==> src/rtl/risc_pkg.sv <==
// Shared encodings for the RISC DOF->EX->WB pipeline sequencer.
package risc_pkg;

    localparam logic [1:0] BS_NONE = 2'b00;
    localparam logic [1:0] BS_COND = 2'b01;
    localparam logic [1:0] BS_JR   = 2'b10;
    localparam logic [1:0] BS_JMP  = 2'b11;

    localparam logic [1:0] PCS_INC = 2'b00;
    localparam logic [1:0] PCS_BRA = 2'b01;
    localparam logic [1:0] PCS_RAA = 2'b10;

    typedef enum logic {
        ST_RUN   = 1'b0,
        ST_FLUSH = 1'b1
    } hc_state_t;

endpackage

==> src/rtl/risc_scoreboard.sv <==
// Two-slot destination tracker (EX, WB) with dual source-address match for RAW detection.
module risc_scoreboard
    import risc_pkg::*;
#(
    parameter int REG_W = 5
) (
    input  logic             CLK,
    input  logic             reset,
    input  logic             wr_en,
    input  logic [REG_W-1:0] wr_da,
    input  logic [REG_W-1:0] AA,
    input  logic [REG_W-1:0] BA,
    input  logic             use_A,
    input  logic             use_B,
    output logic             hit_A,
    output logic             hit_B
);

    logic             vld_p1, vld_p2;
    logic [REG_W-1:0] da_p1, da_p2;

    // EX slot (p1) -> WB slot (p2)
    always_ff @(negedge CLK) begin
        if (reset) begin
            vld_p1 <= 1'b0;
            vld_p2 <= 1'b0;
        end else begin
            vld_p1 <= wr_en;
            vld_p2 <= vld_p1;
        end
    end

    always_ff @(negedge CLK) begin
        da_p1 <= wr_da;
        da_p2 <= da_p1;
    end

    // R0 is hardwired, so reading it can never depend on an older write
    assign hit_A = use_A && (AA != '0) &&
                   ((vld_p1 && (da_p1 == AA)) || (vld_p2 && (da_p2 == AA)));
    assign hit_B = use_B && (BA != '0) &&
                   ((vld_p1 && (da_p1 == BA)) || (vld_p2 && (da_p2 == BA)));

endmodule

==> src/rtl/risc_hazard_controller.sv <==
// Pipeline sequencer: RAW stall/bubble insertion, branch resolution with wrong-path flush,
// and a saturating stall-cycle debug counter.
module risc_hazard_controller
    import risc_pkg::*;
#(
    parameter int REG_W       = 5,
    parameter int FLUSH_SLOTS = 2,
    parameter int CNT_W       = 16
) (
    input  logic             CLK,
    input  logic             reset,
    input  logic [REG_W-1:0] AA,
    input  logic [REG_W-1:0] BA,
    input  logic             use_A,
    input  logic             use_B,
    input  logic             RW_dof,
    input  logic [REG_W-1:0] DA_dof,
    input  logic [1:0]       BS_ex,
    input  logic             PS_ex,
    input  logic             Z_ex,
    output logic             stall,
    output logic             bubble,
    output logic [1:0]       PC_sel,
    output logic             branch_taken,
    output logic [CNT_W-1:0] stall_count
);

    function automatic logic [CNT_W-1:0] sat_inc(input logic [CNT_W-1:0] v);
        return (v == {CNT_W{1'b1}}) ? v : v + CNT_W'(1);
    endfunction

    hc_state_t  state, state_nxt;
    logic [1:0] flush_cnt, flush_cnt_nxt;
    logic       hit_A, hit_B, hazard;
    logic       taken_raw;
    logic [1:0] pcs_raw;
    logic       sb_wr_en;

    assign sb_wr_en = RW_dof && !bubble && (DA_dof != '0);
    assign hazard   = hit_A || hit_B;

    risc_scoreboard #(.REG_W(REG_W)) u_sb (
        .CLK   (CLK),
        .reset (reset),
        .wr_en (sb_wr_en),
        .wr_da (DA_dof),
        .AA    (AA),
        .BA    (BA),
        .use_A (use_A),
        .use_B (use_B),
        .hit_A (hit_A),
        .hit_B (hit_B)
    );

    always_comb begin
        taken_raw = 1'b0;
        pcs_raw   = PCS_INC;
        case (BS_ex)
            BS_COND: begin
                taken_raw = Z_ex ^ PS_ex;
                pcs_raw   = taken_raw ? PCS_BRA : PCS_INC;
            end
            BS_JR: begin
                taken_raw = 1'b1;
                pcs_raw   = PCS_RAA;
            end
            BS_JMP: begin
                taken_raw = 1'b1;
                pcs_raw   = PCS_BRA;
            end
            default: ;
        endcase
    end

    // A taken branch squashes the DOF instruction, so it outranks any hazard on it
    always_comb begin
        state_nxt     = state;
        flush_cnt_nxt = flush_cnt;
        stall         = 1'b0;
        bubble        = 1'b0;
        branch_taken  = 1'b0;
        PC_sel        = PCS_INC;
        if (!reset) begin
            case (state)
                ST_RUN: begin
                    if (taken_raw) begin
                        branch_taken = 1'b1;
                        PC_sel       = pcs_raw;
                        bubble       = 1'b1;
                        if (FLUSH_SLOTS > 1) begin
                            state_nxt     = ST_FLUSH;
                            flush_cnt_nxt = 2'(FLUSH_SLOTS - 1);
                        end
                    end else if (hazard) begin
                        stall  = 1'b1;
                        bubble = 1'b1;
                    end
                end
                ST_FLUSH: begin
                    bubble        = 1'b1;
                    flush_cnt_nxt = flush_cnt - 2'd1;
                    if (flush_cnt <= 2'd1) begin
                        state_nxt     = ST_RUN;
                        flush_cnt_nxt = 2'd0;
                    end
                end
                default: state_nxt = ST_RUN;
            endcase
        end
    end

    always_ff @(negedge CLK) begin
        if (reset) begin
            state       <= ST_RUN;
            flush_cnt   <= 2'd0;
            stall_count <= '0;
        end else begin
            state     <= state_nxt;
            flush_cnt <= flush_cnt_nxt;
            if (stall) begin
                stall_count <= sat_inc(stall_count);
            end
        end
    end

endmodule

==> config.mk <==
export PLATFORM = sky130hd
export DESIGN_NAME = risc_hazard_controller
export DESIGN_NICKNAME = d
export VERILOG_FILES = /design/src/rtl/risc_pkg.sv /design/src/rtl/risc_scoreboard.sv /design/src/rtl/risc_hazard_controller.sv
export SDC_FILE = /design/constraint.sdc
export NUM_CORES = 1
export LEC_CHECK = 0
export CAP_MARGIN = 15
export CORE_MARGIN = 2
export CORE_UTILIZATION = 50
export CTS_CLUSTER_SIZE = 24
export DETAILED_ROUTE_END_ITERATION = 10
export GPL_TIMING_DRIVEN = 0
export HOLD_SLACK_MARGIN = 0.15
export PLACE_DENSITY_LB_ADDON = 0.2
export SLEW_MARGIN = 25
export SYNTH_ARGS = -nofsm -noshare
export SYNTH_HDL_FRONTEND = slang
export SYNTH_SLANG_ARGS = --single-unit
==> constraint.sdc <==
create_clock -name CLK -period 7.36 [get_ports CLK]
set_input_delay 2.208 -clock CLK [delete_from_list [all_inputs] [get_ports CLK]]
set_output_delay 2.208 -clock CLK [all_outputs]
set_load 0.05 [all_outputs]
==> flow_metrics.py, run 1 <==
metrics = {
    "setup_path": {
        "worstSetupPathDepth": 11,
        "crit_fanout": 4,
        "crit_path_cell_trace": "buf_6, or4_4, o21a_1, a32oi_4, buf_4, buf_6, buf_12, nor3_4, buf_4, nand3_2, mux2_4",
        "arrival_ns": 4.20,
        "crit_type": "primary input to register",
        "crit_family": "simple AND/OR/NAND/NOR gates",
        "timing.critical_path.to": "stall_count[15]",
        "rr_endpoint": "stall_count[11]",
        "cpPeakStageDelay_ns": 0.51,
        "startpoint": "BA[2]",
        "worstSetupEndpointType": "register",
        "critical_path_required_ns": 3.96,
        "crit_buf_inv": 5,
        "r2r.worst_path.cells": 9,
        "cp-start-kind": "primary input",
        "reg2reg_from": "stall_count[0]",
        "cpMaxStageDelayCell": "or4_4",
        "worst-r2r-setup-slack_ns": 5.00,
    },
    "global_routing": {
        "grt_pass1_vias": 1737,
        "grt_max_degree": 11,
        "grt_usage_pct": 27.75,
        "grtUsageMet3_pct": 8.952,
        "grt_util_met1_pct": 30.03,
        "antenna_found_initial": 0,
        "grt_overflow": 0,
        "top_usage_layer": "met2",
        "grt_pass1_wl_um": 7245,
        "met2_usage_pct": 44.74,
    },
    "final_layout": {
        "stdcell_area_mm2": 0.002460,
        "seqCellArea_um2": 631.9,
        "area_growth_pct": 58.93,
        "finalNonFillerCells": 293,
        "n_fill_cell": 201,
        "drive_gt1_share_pct": 32.31,
        "n_antenna_cell": 0,
        "nets": 284,
        "multiInputGateArea_mm2": 0.001037,
    },
    "timing": {
        "worst_slew_pin_slew_ns": 0.5077,
        "finalHoldViolations": 0,
        "timing.hold.ws_ns": 0.3875,
        "setup_viol": 15,
        "setup_ws_ns": -0.2413,
        "slew_headroom_pct": 66.15,
        "drv_slew": 0,
        "finalClockSkew_ns": 0.03964,
        "rsz0062_at_grt": "true",
    },
    "outcome": {
        "status": "finished with violations",
        "violations": "negative setup slack",
    },
    "clock_network": {
        "ctsHtreeMaxLevel": 2,
        "cts_buffers": 5,
        "cts-hold-fix-buffers": 0,
        "cts_tree": "built",
        "clock_latency_ns": 0.42,
        "clk_pin_slew_worst_paths_ns": 0.04,
        "cts.path.max_buffers": 2,
        "cts_sinks": 31,
        "clock-root-buffer": "clkbuf_4",
    },
    "routing": {
        "drtAntennaViolNets": 0,
        "dr_total_vias": 1603,
        "wl_per_cell_um": 15.76,
        "drt_iter0_drc": 68,
        "drcViolationCount": 0,
        "dr.pass1.iters": 4,
        "routed_wl_um": 4619,
        "vias_per_cell": 5.471,
    },
    "logic_synthesis": {
        "yosysSeqAreaShare_pct": 40.10,
        "syn_inst": 166,
        "ys_ff_latch": 31,
        "synth.avg_cell_area_um2": 9.324,
        "ys_types": 41,
        "syn_nets": 191,
        "syn_area_mm2": 0.001548,
        "yosysWarningCount": 0,
    },
    "pwr": {
        "p_per_area_mw_per_mm2": 180.4,
        "p_leak_nw": 1.146,
        "finalPower_mw": 0.4437,
        "vdd_ir_drop_max_mv": 0.2042,
    },
    "flow_run": {
        "max_cap_viol_count": 0,
    },
    "die": {
        "dieArea_mm2": 0.003556,
        "core.rowCount": 20,
        "core_area_mm2": 0.003003,
        "io_pins": 45,
        "die_x_um": 59.64,
        "die_h_um": 59.64,
        "initial_core_util_pct": 51.54,
    },
    "place": {
        "placed_cells": 242,
        "io_buffers": 43,
        "post-place-ws_ns": -0.8281,
        "gp_congestion": 0.7682,
        "dp.final_hpwl_um": 2647,
        "placed_cell_area_mm2": 0.002054,
    },
    "min_path": {
        "worst_hold_path_type": "register to register",
        "min_from": "u_sb.da_p1[1]",
    },
}
-- cells by family (layout without fill, tap and decap cells) --
| logic type | Yosys count | count (layout) | share of synthesized area (%) |
|---|---|---|---|
| AND/OR/NAND/NOR | 69 | 69 | 25.63 |
| flip-flops | 31 | 31 | 40.10 |
| XOR/XNOR | 26 | 26 | 14.71 |
| AO/OA/AOI/OAI | 24 | 24 | 12.29 |
| buffers and inverters | 10 | 104 | 2.910 |
| multiplexers | 5 | 5 | 3.557 |
| adder cells (fa/ha/maj) | 1 | 1 | 0.8083 |
-- how the worst min path moves through the flow --
stage	end	slack, ns	cells past startpoint
after floorplan	u_sb.da_p2[0]	0.38	0
after global placement	u_sb.da_p2[4]	0.39	0
after detailed placement	u_sb.da_p2[1]	0.40	0
after CTS	u_sb.da_p2[0]	0.38	0
after global routing	u_sb.da_p2[1]	0.37	0
final	u_sb.da_p2[1]	0.39	0
-- metal layers --
layer,routed length [µm],part of all wire (%),vias up
met3,207,4.5,17
met4,127,2.7,0
met5,0,0,-
met2,2405,52,55
met1,1878,41,759
li1,-,-,772
-- state kept, by name, summed over array words and instances (netlist names) --
register,cells
state,1
u_sb.vld_p2,1
stall_count,16
u_sb.vld_p1,1
u_sb.da_p2,5
flush_cnt,2
u_sb.da_p1,5
-- Yosys cell counts (all sizes together) --
master	number	area share [%]
a21oi	10	4.0
a31oi	1	0.40
a32oi	1	1.8
a41o	1	1.4
and3	1	0.40
and4	2	1.3
buf	4	1.5
clkbuf	1	0.24
dfxtp	31	40
ha	1	0.81
inv	5	1.2
mux2	4	2.9
mux2i	1	0.65
nand2	10	2.6
nand3	6	1.9
nand3b	1	0.49
nand4	7	3.8
nor2	17	4.6
nor2b	6	2.4
nor3	8	2.9
nor3b	2	0.97
nor4b	1	0.57
o211a	1	0.65
o21a	1	0.49
o21ai	6	1.9
o22ai	2	1.2
o31ai	1	0.49
or2	1	0.57
or3	5	2.1
or4	2	0.97
xnor2	24	14
xor2	2	1.1
-- what timing repair did --
item,4_1_cts,5_1_grt
pin swaps,18,9
setup buffers,9,4
endpoints found under the hold margin,0,0
setup endpoints to repair,37,21
gates cloned,1,0
resized for setup,126,14
-- power by group --
| part | internal [mW] | switching (mW) | leakage (nW) |
|---|---|---|---|
| clock | 0.0927 | 0.117 | 0.207 |
| sequential | 0.174 | 0.00576 | 0.254 |
| combinational | 0.0279 | 0.0263 | 0.685 |
| total | 0.294 | 0.150 | 1.15 |
-- layout by cell type (no fill, tap or decap), drive strengths merged, types with 4 or more instances in the layout --
cell | netlist | routed
inv | 5 | 36
dfxtp | 31 | 31
buf | 4 | 30
xnor2 | 24 | 24
nor2 | 17 | 17
dlygate4sd2 | 0 | 16
nand2 | 10 | 10
a21oi | 10 | 10
clkdlybuf4s50 | 0 | 8
nor3 | 8 | 8
clkbuf | 1 | 8
nand4 | 7 | 7
nor2b | 6 | 6
nand3 | 6 | 6
o21ai | 6 | 6
or3 | 5 | 5
mux2 | 4 | 4
-- area by class of cell --
cell class | count | share of cell area [%]
Clock inverter | 34 | 6.409
Sequential cell | 31 | 25.69
Buffer | 5 | 1.119
Inverter | 4 | 0.6104
Tap cell | 33 | 1.679
Clock buffer | 5 | 1.526
Timing Repair Buffer | 56 | 20.80
Multi-Input combinational cell | 125 | 42.17
-- through the flow --
| stage | util [%] | setup TNS, ns |
|---|---|---|
| floorplan | - | -1.540 |
| global placement | 68.42 | -12.23 |
| detailed placement | 68.42 | -13.04 |
| CTS | 79.92 | -1.103 |
| global route | 81.92 | -3.167 |
| finish | 81.92 | -2.238 |
Power figures use the tool's default switching activity.
==> inputs of run 2 (changes only) <==
- RECOVER_POWER: default -> 50
==> results of run 2 <==
No change in the layout: final DEF, timing and power equal those of run 1.
